<file path="src/rtl/sc_bus_pkg.sv">
`default_nettype none
// +----------------------------------------------------------------------+
// | sc_bus_pkg : shared IDs, FSM encoding and word size for the RAM bus   |
// | Rev 1.0                                                              |
// +----------------------------------------------------------------------+
package sc_bus_pkg;

  localparam logic [1:0] MST_CPU  = 2'd0;
  localparam logic [1:0] MST_LINK = 2'd1;
  localparam logic [1:0] MST_COP  = 2'd2;
  localparam logic [1:0] MST_NONE = 2'd3;

  localparam int WORD_BYTES = 4;

  typedef enum logic [1:0] {
    ST_IDLE  = 2'd0,
    ST_ISSUE = 2'd1,
    ST_WAIT  = 2'd2,
    ST_RESP  = 2'd3
  } state_t;

endpackage
`default_nettype wire

</file>
<file path="src/rtl/sc_arb_pick.sv">
`default_nettype none
// +----------------------------------------------------------------------+
// | sc_arb_pick : link-first winner select with starvation guard, RR     |
// | between CPU and coprocessor. Rev 1.0                                 |
// +----------------------------------------------------------------------+
module sc_arb_pick
  import sc_bus_pkg::*;
#(
  parameter int LINK_MAX = 4,
  parameter int CNT_W    = 3
) (
  input  logic [2:0]       valid,
  input  logic [1:0]       rr_last,
  input  logic [CNT_W-1:0] link_cnt,
  output logic [1:0]       win_id,
  output logic             win_valid
);

  logic others;
  logic link_ok;

  always_comb begin
    win_id    = MST_NONE;
    win_valid = |valid;
    others    = valid[MST_CPU] | valid[MST_COP];
    // The link is only held back once it has used its burst while someone waits.
    link_ok   = valid[MST_LINK] && ((link_cnt < CNT_W'(LINK_MAX)) || !others);
    if (link_ok) begin
      win_id = MST_LINK;
    end else if (valid[MST_CPU] && valid[MST_COP]) begin
      win_id = (rr_last == MST_COP) ? MST_CPU : MST_COP;
    end else if (valid[MST_CPU]) begin
      win_id = MST_CPU;
    end else if (valid[MST_COP]) begin
      win_id = MST_COP;
    end
  end

endmodule
`default_nettype wire

</file>
<file path="src/rtl/sc_mem_arbiter.sv">
`default_nettype none
// +----------------------------------------------------------------------+
// | sc_mem_arbiter : three-master arbiter onto one single-port data RAM  |
// | Rev 1.0                                                              |
// +----------------------------------------------------------------------+
module sc_mem_arbiter
  import sc_bus_pkg::*;
#(
  parameter int ADDR_W    = 12,
  parameter int RAM_WORDS = 1024,
  parameter int RAM_LAT   = 1,
  parameter int LINK_MAX  = 4
) (
  input  logic                clk_sc,
  input  logic                reset,
  input  logic [2:0]          m_valid,
  input  logic [3*ADDR_W-1:0] m_addr,
  input  logic [95:0]         m_wdata,
  input  logic [11:0]         m_wstrb,
  output logic [2:0]          m_ready,
  output logic [31:0]         m_rdata,
  output logic                ram_en,
  output logic [3:0]          ram_we,
  output logic [ADDR_W-3:0]   ram_addr,
  output logic [31:0]         ram_wdata,
  input  logic [31:0]         ram_rdata,
  output logic [1:0]          grant_id,
  output logic                bus_err
);

  localparam int OFF_W = $clog2(WORD_BYTES);
  localparam int AW    = ADDR_W - OFF_W;
  localparam int CNT_W = $clog2(LINK_MAX + 1);
  localparam int LAT_W = 2;

  state_t           state;
  logic [1:0]       rr_last;
  logic [CNT_W-1:0] link_cnt;
  logic [LAT_W-1:0] lat_cnt;
  logic             req_write;
  logic             req_oor;

  logic [1:0]       win_id;
  logic             win_valid;
  logic [AW-1:0]    sel_word;
  logic [31:0]      sel_wdata;
  logic [3:0]       sel_wstrb;
  logic             sel_oor;
  logic             unused_addr_lsb;

  assign unused_addr_lsb = &{1'b0, m_addr[OFF_W-1:0], m_addr[ADDR_W+OFF_W-1:ADDR_W],
                             m_addr[2*ADDR_W+OFF_W-1:2*ADDR_W]};

  sc_arb_pick #(
    .LINK_MAX (LINK_MAX),
    .CNT_W    (CNT_W)
  ) u_pick (
    .valid     (m_valid),
    .rr_last   (rr_last),
    .link_cnt  (link_cnt),
    .win_id    (win_id),
    .win_valid (win_valid)
  );

  always_comb begin
    sel_word  = '0;
    sel_wdata = '0;
    sel_wstrb = '0;
    for (int i = 0; i < 3; i++) begin
      if (win_id == 2'(i)) begin
        sel_word  = m_addr[i*ADDR_W+OFF_W +: AW];
        sel_wdata = m_wdata[i*32 +: 32];
        sel_wstrb = m_wstrb[i*4 +: 4];
      end
    end
    sel_oor = 32'(sel_word) >= 32'(RAM_WORDS);
  end

  // Read data comes straight from the RAM in RESP to keep the RAM_LAT+1 latency.
  assign m_rdata = (state == ST_RESP && !req_write && !req_oor) ? ram_rdata : 32'h0;

  always_ff @(posedge clk_sc) begin
    if (reset) begin
      state     <= ST_IDLE;
      m_ready   <= 3'b000;
      ram_en    <= 1'b0;
      ram_we    <= 4'h0;
      ram_addr  <= '0;
      ram_wdata <= 32'h0;
      grant_id  <= MST_NONE;
      bus_err   <= 1'b0;
      rr_last   <= MST_COP;
      link_cnt  <= '0;
      lat_cnt   <= '0;
      req_write <= 1'b0;
      req_oor   <= 1'b0;
    end else begin
      ram_en  <= 1'b0;
      ram_we  <= 4'h0;
      m_ready <= 3'b000;
      case (state)
        ST_IDLE: begin
          if (win_valid) begin
            grant_id  <= win_id;
            req_write <= |sel_wstrb;
            req_oor   <= sel_oor;
            ram_en    <= !sel_oor;
            ram_we    <= sel_oor ? 4'h0 : sel_wstrb;
            ram_addr  <= sel_word;
            ram_wdata <= sel_wdata;
            if (win_id == MST_LINK) begin
              if (link_cnt != CNT_W'(LINK_MAX)) link_cnt <= link_cnt + 1'b1;
            end else begin
              link_cnt <= '0;
              rr_last  <= win_id;
            end
            state <= ST_ISSUE;
          end
        end
        ST_ISSUE: begin
          if (req_oor) begin
            bus_err <= 1'b1;
            m_ready <= 3'b001 << grant_id;
            state   <= ST_RESP;
          end else if (RAM_LAT == 1) begin
            m_ready <= 3'b001 << grant_id;
            state   <= ST_RESP;
          end else begin
            lat_cnt <= LAT_W'(RAM_LAT - 1);
            state   <= ST_WAIT;
          end
        end
        ST_WAIT: begin
          lat_cnt <= lat_cnt - 1'b1;
          if (lat_cnt == LAT_W'(1)) begin
            m_ready <= 3'b001 << grant_id;
            state   <= ST_RESP;
          end
        end
        ST_RESP: begin
          grant_id <= MST_NONE;
          state    <= ST_IDLE;
        end
        default: state <= ST_IDLE;
      endcase
    end
  end

endmodule
`default_nettype wire

</file>
<file path="config.mk">
export PLATFORM = sky130hd
export DESIGN_NAME = sc_mem_arbiter
export DESIGN_NICKNAME = d
export VERILOG_FILES = /design/src/rtl/sc_bus_pkg.sv /design/src/rtl/sc_arb_pick.sv /design/src/rtl/sc_mem_arbiter.sv
export SDC_FILE = /design/constraint.sdc
export NUM_CORES = 1
export LEC_CHECK = 0
export BUFFER_PORTS_ARGS = -buffer_cell sky130_fd_sc_hd__buf_2
export CAP_MARGIN = 0
export CORE_AREA = 2 2 103 105
export CTS_BUF_LIST = sky130_fd_sc_hd__clkbuf_4 sky130_fd_sc_hd__clkbuf_8 sky130_fd_sc_hd__clkbuf_16
export DETAILED_ROUTE_END_ITERATION = 10
export DIE_AREA = 0 0 105 107
export PLACE_DENSITY = 0.8
export SYNTH_ARGS = -nofsm -noshare
export SYNTH_HDL_FRONTEND = slang
export SYNTH_HIERARCHICAL = 1
export SYNTH_SLANG_ARGS = --single-unit
</file>
<file path="constraint.sdc">
create_clock -name clk_sc -period 2.1 [get_ports clk_sc]
set_clock_uncertainty 0.15 [all_clocks]
set_input_delay 0.21 -clock clk_sc [delete_from_list [all_inputs] [get_ports clk_sc]]
set_output_delay 0.21 -clock clk_sc [all_outputs]
set_load 0.01 [all_outputs]
</file>
==> metrics.md <==
| Metric | Value |
|---|---|
| Synth Register Bits | 62 |
| GP Congestion | 0.888 |
| Critical path's slowest cell | a2111oi_2 |
| Initial DRC Count | 178 |
| Power share of the clock group | 22.5% |
| FILL cells | between 800 and 900 |
| F_max | a little under 0.5 GHz |
| Netlist cell types | 39 |
| Yosys warnings | 6 |
| Net Sw Frac | 38.6% |
| Final wirelength | roughly 13000 µm |
| Cells after Synth | 425 |
| Status | finished clean |
| Sw Pwr | about 2000 µW |
| Initial core utilization | 39.0% |
| Setup Fix Bufs, Post-CTS | 0 |
| Comb pwr share | 46.0% |
| Leakage | 0.00281 µW |
| Worst Path Max Fanout | 4 |
| Inserted Clock Buffers | 9 |
| Register area share after synthesis | 31.5% |
| Hold/Removal Path Class | in2reg |
| H-Tree Depth | 3 |
| CTS tree | done |
| I/O pin count | between 200 and 300 |
| Row count | 37 |
| DR DRC count | 0 |
| Mapped cell area | 3940 µm² |
| Global-route wire length before repair | about 21000 µm |
| Crit path arrival time | 2.07 ns |
| Final cycle utilization of the critical path | a little over nine tenths |
| Worst EP required | 2.15 ns |
| Most frequent cells in the layout | 258 x buf_2, 95 x nor2_1, 60 x dfxtp_1 |
| Final hold vios | 0 |
| Bufs on Longest Clock Path | 2 |
| Pin count of the biggest net entering global routing | 33 |
| Nets | between 800 and 900 |
| Gr usage total | 22.7% |
| Core area | 10100 µm² |
| CTS root buf | clkbuf_8 |
| Max-cap violations | 0 |
| Drt first pass iters | 4 |
| RSZ-0062 raised after global routing | yes |
| Reg2reg setup slack | 0.09 ns |
| Sequential Power Share | 31.5% |
| Internal power | 3200 µW |
| CP max stage delay | 0.38 ns |
| Crit path buffers/inverters | 2 |
| Clock latency on the worst-skew pair | around 0.34 ns |
| Commonest non-fill, non-tap cell in the layout | buf_2 |
| Avg WL per Cell | 15.4 µm |
| Worst Setup End Kind | flip-flop |
| Vias in the first global route | 4400 |
| Vias | 4249 |
| Slew Limit Fails | 0 |
| Die area | 11200 µm² |
| CTS clk-pin slew, worst paths | about 0.080 ns |
| Final min period | 2.01 ns |
| PD cells | 882 nW/µm² |
| Initial antenna violation count | 0 |
| Antenna Nets Post-Route | 0 |
| CTS sink cnt | 62 |
| Final worst slack | 0.0854 ns |
| Number of vias per cell | 5.00 |
| DP Worst Slack | between 0.03 and 0.04 ns |
| Hpwl dp | ~10000 µm |
| Chip height | 107 µm |
| Syn Nets | around 610 |
| N_diodes | 0 |
| Synthesized area per cell | ~9.3 µm² |
| Grt ovf | 0 |
| Post-route total power | approximately 5200 µW |
| Die Wd | around 110 µm |
| CP delay by family, top | compound AO/OA/AOI/OAI gates |
| Worst path cell trace | inv_1 > o21ai_0 > a22oi_2 > buf_4 > mux2i_1 > o2bb2ai_2 > a2111oi_2 > a311oi_1 |
| WS Path Type | reg2reg |
| Port buffer count | 258 |
| Crit start category | flip-flop |
| Final setup violation count | 0 |
| Layout cells sized above 1 | 54.0% |
| VDD IR max | about 430 µV |
| Area Overhead vs Synth | 50.1% |
what timing repair did:
action / in CTS / in global routing
setup endpoints to repair: 0 / 56
gates resized for setup: 0 / 7
endpoints found under the hold margin: 28 / 0
hold buffers: 28 / 0
power groups by stage:
| stage | registers (µW) | logic (µW) | clock network, µW |
|---|---|---|---|
| 2_1_floorplan | 1760 | 1400 | 0 |
| 3_3_place_gp | 1640 | 2260 | 0 |
| 3_5_place_dp | 1660 | 2350 | 0 |
| 4_1_cts | 1640 | 2400 | 1210 |
| 5_1_grt | 1680 | 2620 | 1270 |
| 6_report | 1640 | 2400 | 1170 |
final cells by class:
| cell class | instances | area [µm²] | share of cell area, % |
|---|---|---|---|
| Clock inverter | 7 | 98.8 | 1.67 |
| Tap cell | 136 | 170 | 2.88 |
| Clock buffer | 9 | 124 | 2.10 |
| Inverter | 8 | 30.0 | 0.508 |
| Sequential cell | 62 | 1240 | 21.0 |
| Timing Repair Buffer | 310 | 1850 | 31.3 |
| Multi-Input combinational cell | 317 | 2390 | 40.5 |
synth_stat cells, drive strengths merged:
cell	instances	area share [%]
or3	1	0.16
inv	8	0.76
nand2	6	0.57
and2	35	5.6
nand4	2	0.32
a2111oi	1	0.38
ha	8	2.5
or3b	1	0.22
a211oi	43	13
nand2b	2	0.32
dfxtp	62	32
o21ai	2	0.25
nand3b	1	0.19
o32ai	2	0.44
a31o	1	0.22
xnor2	1	0.22
mux2i	48	12
o22ai	1	0.16
clkbuf	14	1.6
a21oi	10	1.3
nor3	47	11
nor2	95	9.1
nor2b	3	0.67
buf	24	6.0
conb	1	0.095
o2bb2ai	2	0.60
nor3b	2	0.38
a22oi	1	0.19
a311oi	1	0.22
final timing paths:
check,startpoint,endpoint,cells after the start
worst max-delay path,rr_last[1],req_write,8
worst min-delay path,m_wdata[33],ram_wdata[1],3
worst max register to register,rr_last[1],req_write,8
worst min register to register,rr_last[1],rr_last[1],2
routing by layer:
metal  vias to the layer above  routed length [µm]  track usage [%]
met3                        24                 809             5.41
met4                         0                 277             8.67
met2                       177                6770             41.6
met1                      2008                5240             25.3
met5                         -                   0                0
li1                       2040                   -                -
metrics by stage:
stage          hold WS [ns]  area, µm²  util [%]  std cells  setup TNS [ns]
6_report             0.0114       5910      58.6        849               0
5_1_grt              0.0104       5910      58.6        849        -0.00163
4_1_cts            0.000946       5890      58.4        849               0
3_5_place_dp          0.302       5390      53.4        805               0
3_3_place_gp          0.303       5390      53.4        805               0
2_1_floorplan         0.227       3940         -        425               0
flip-flops by register name, indices dropped and copies added (netlist names):
name,count
rr_last,2
state,2
lat_cnt,2
ram_en,1
m_ready,3
grant_id,2
ram_addr,10
ram_we,4
req_write,1
link_cnt,3
ram_wdata,32
kinds of logic (layout without fill, tap and decap cells):
| logic type | Yosys count | after routing | share of synthesized area (%) |
|---|---|---|---|
| flip-flops | 62 | 62 | 31.5 |
| adder cells (fa/ha/maj) | 8 | 8 | 2.54 |
| other | 1 | 1 | 0.0952 |
| multiplexers | 48 | 48 | 12.2 |
| AND/OR/NAND/NOR | 195 | 195 | 28.4 |
| buffers and inverters | 46 | 334 | 8.42 |
| AO/OA/AOI/OAI | 64 | 64 | 16.6 |
| XOR/XNOR | 1 | 1 | 0.222 |
tightest hold or removal path: stages:
cell and delay (ns):
buf_2 0.08, a211oi_2 0.05, nor3_2 0.10
No activity file was read; power rests on OpenSTA's default activity.
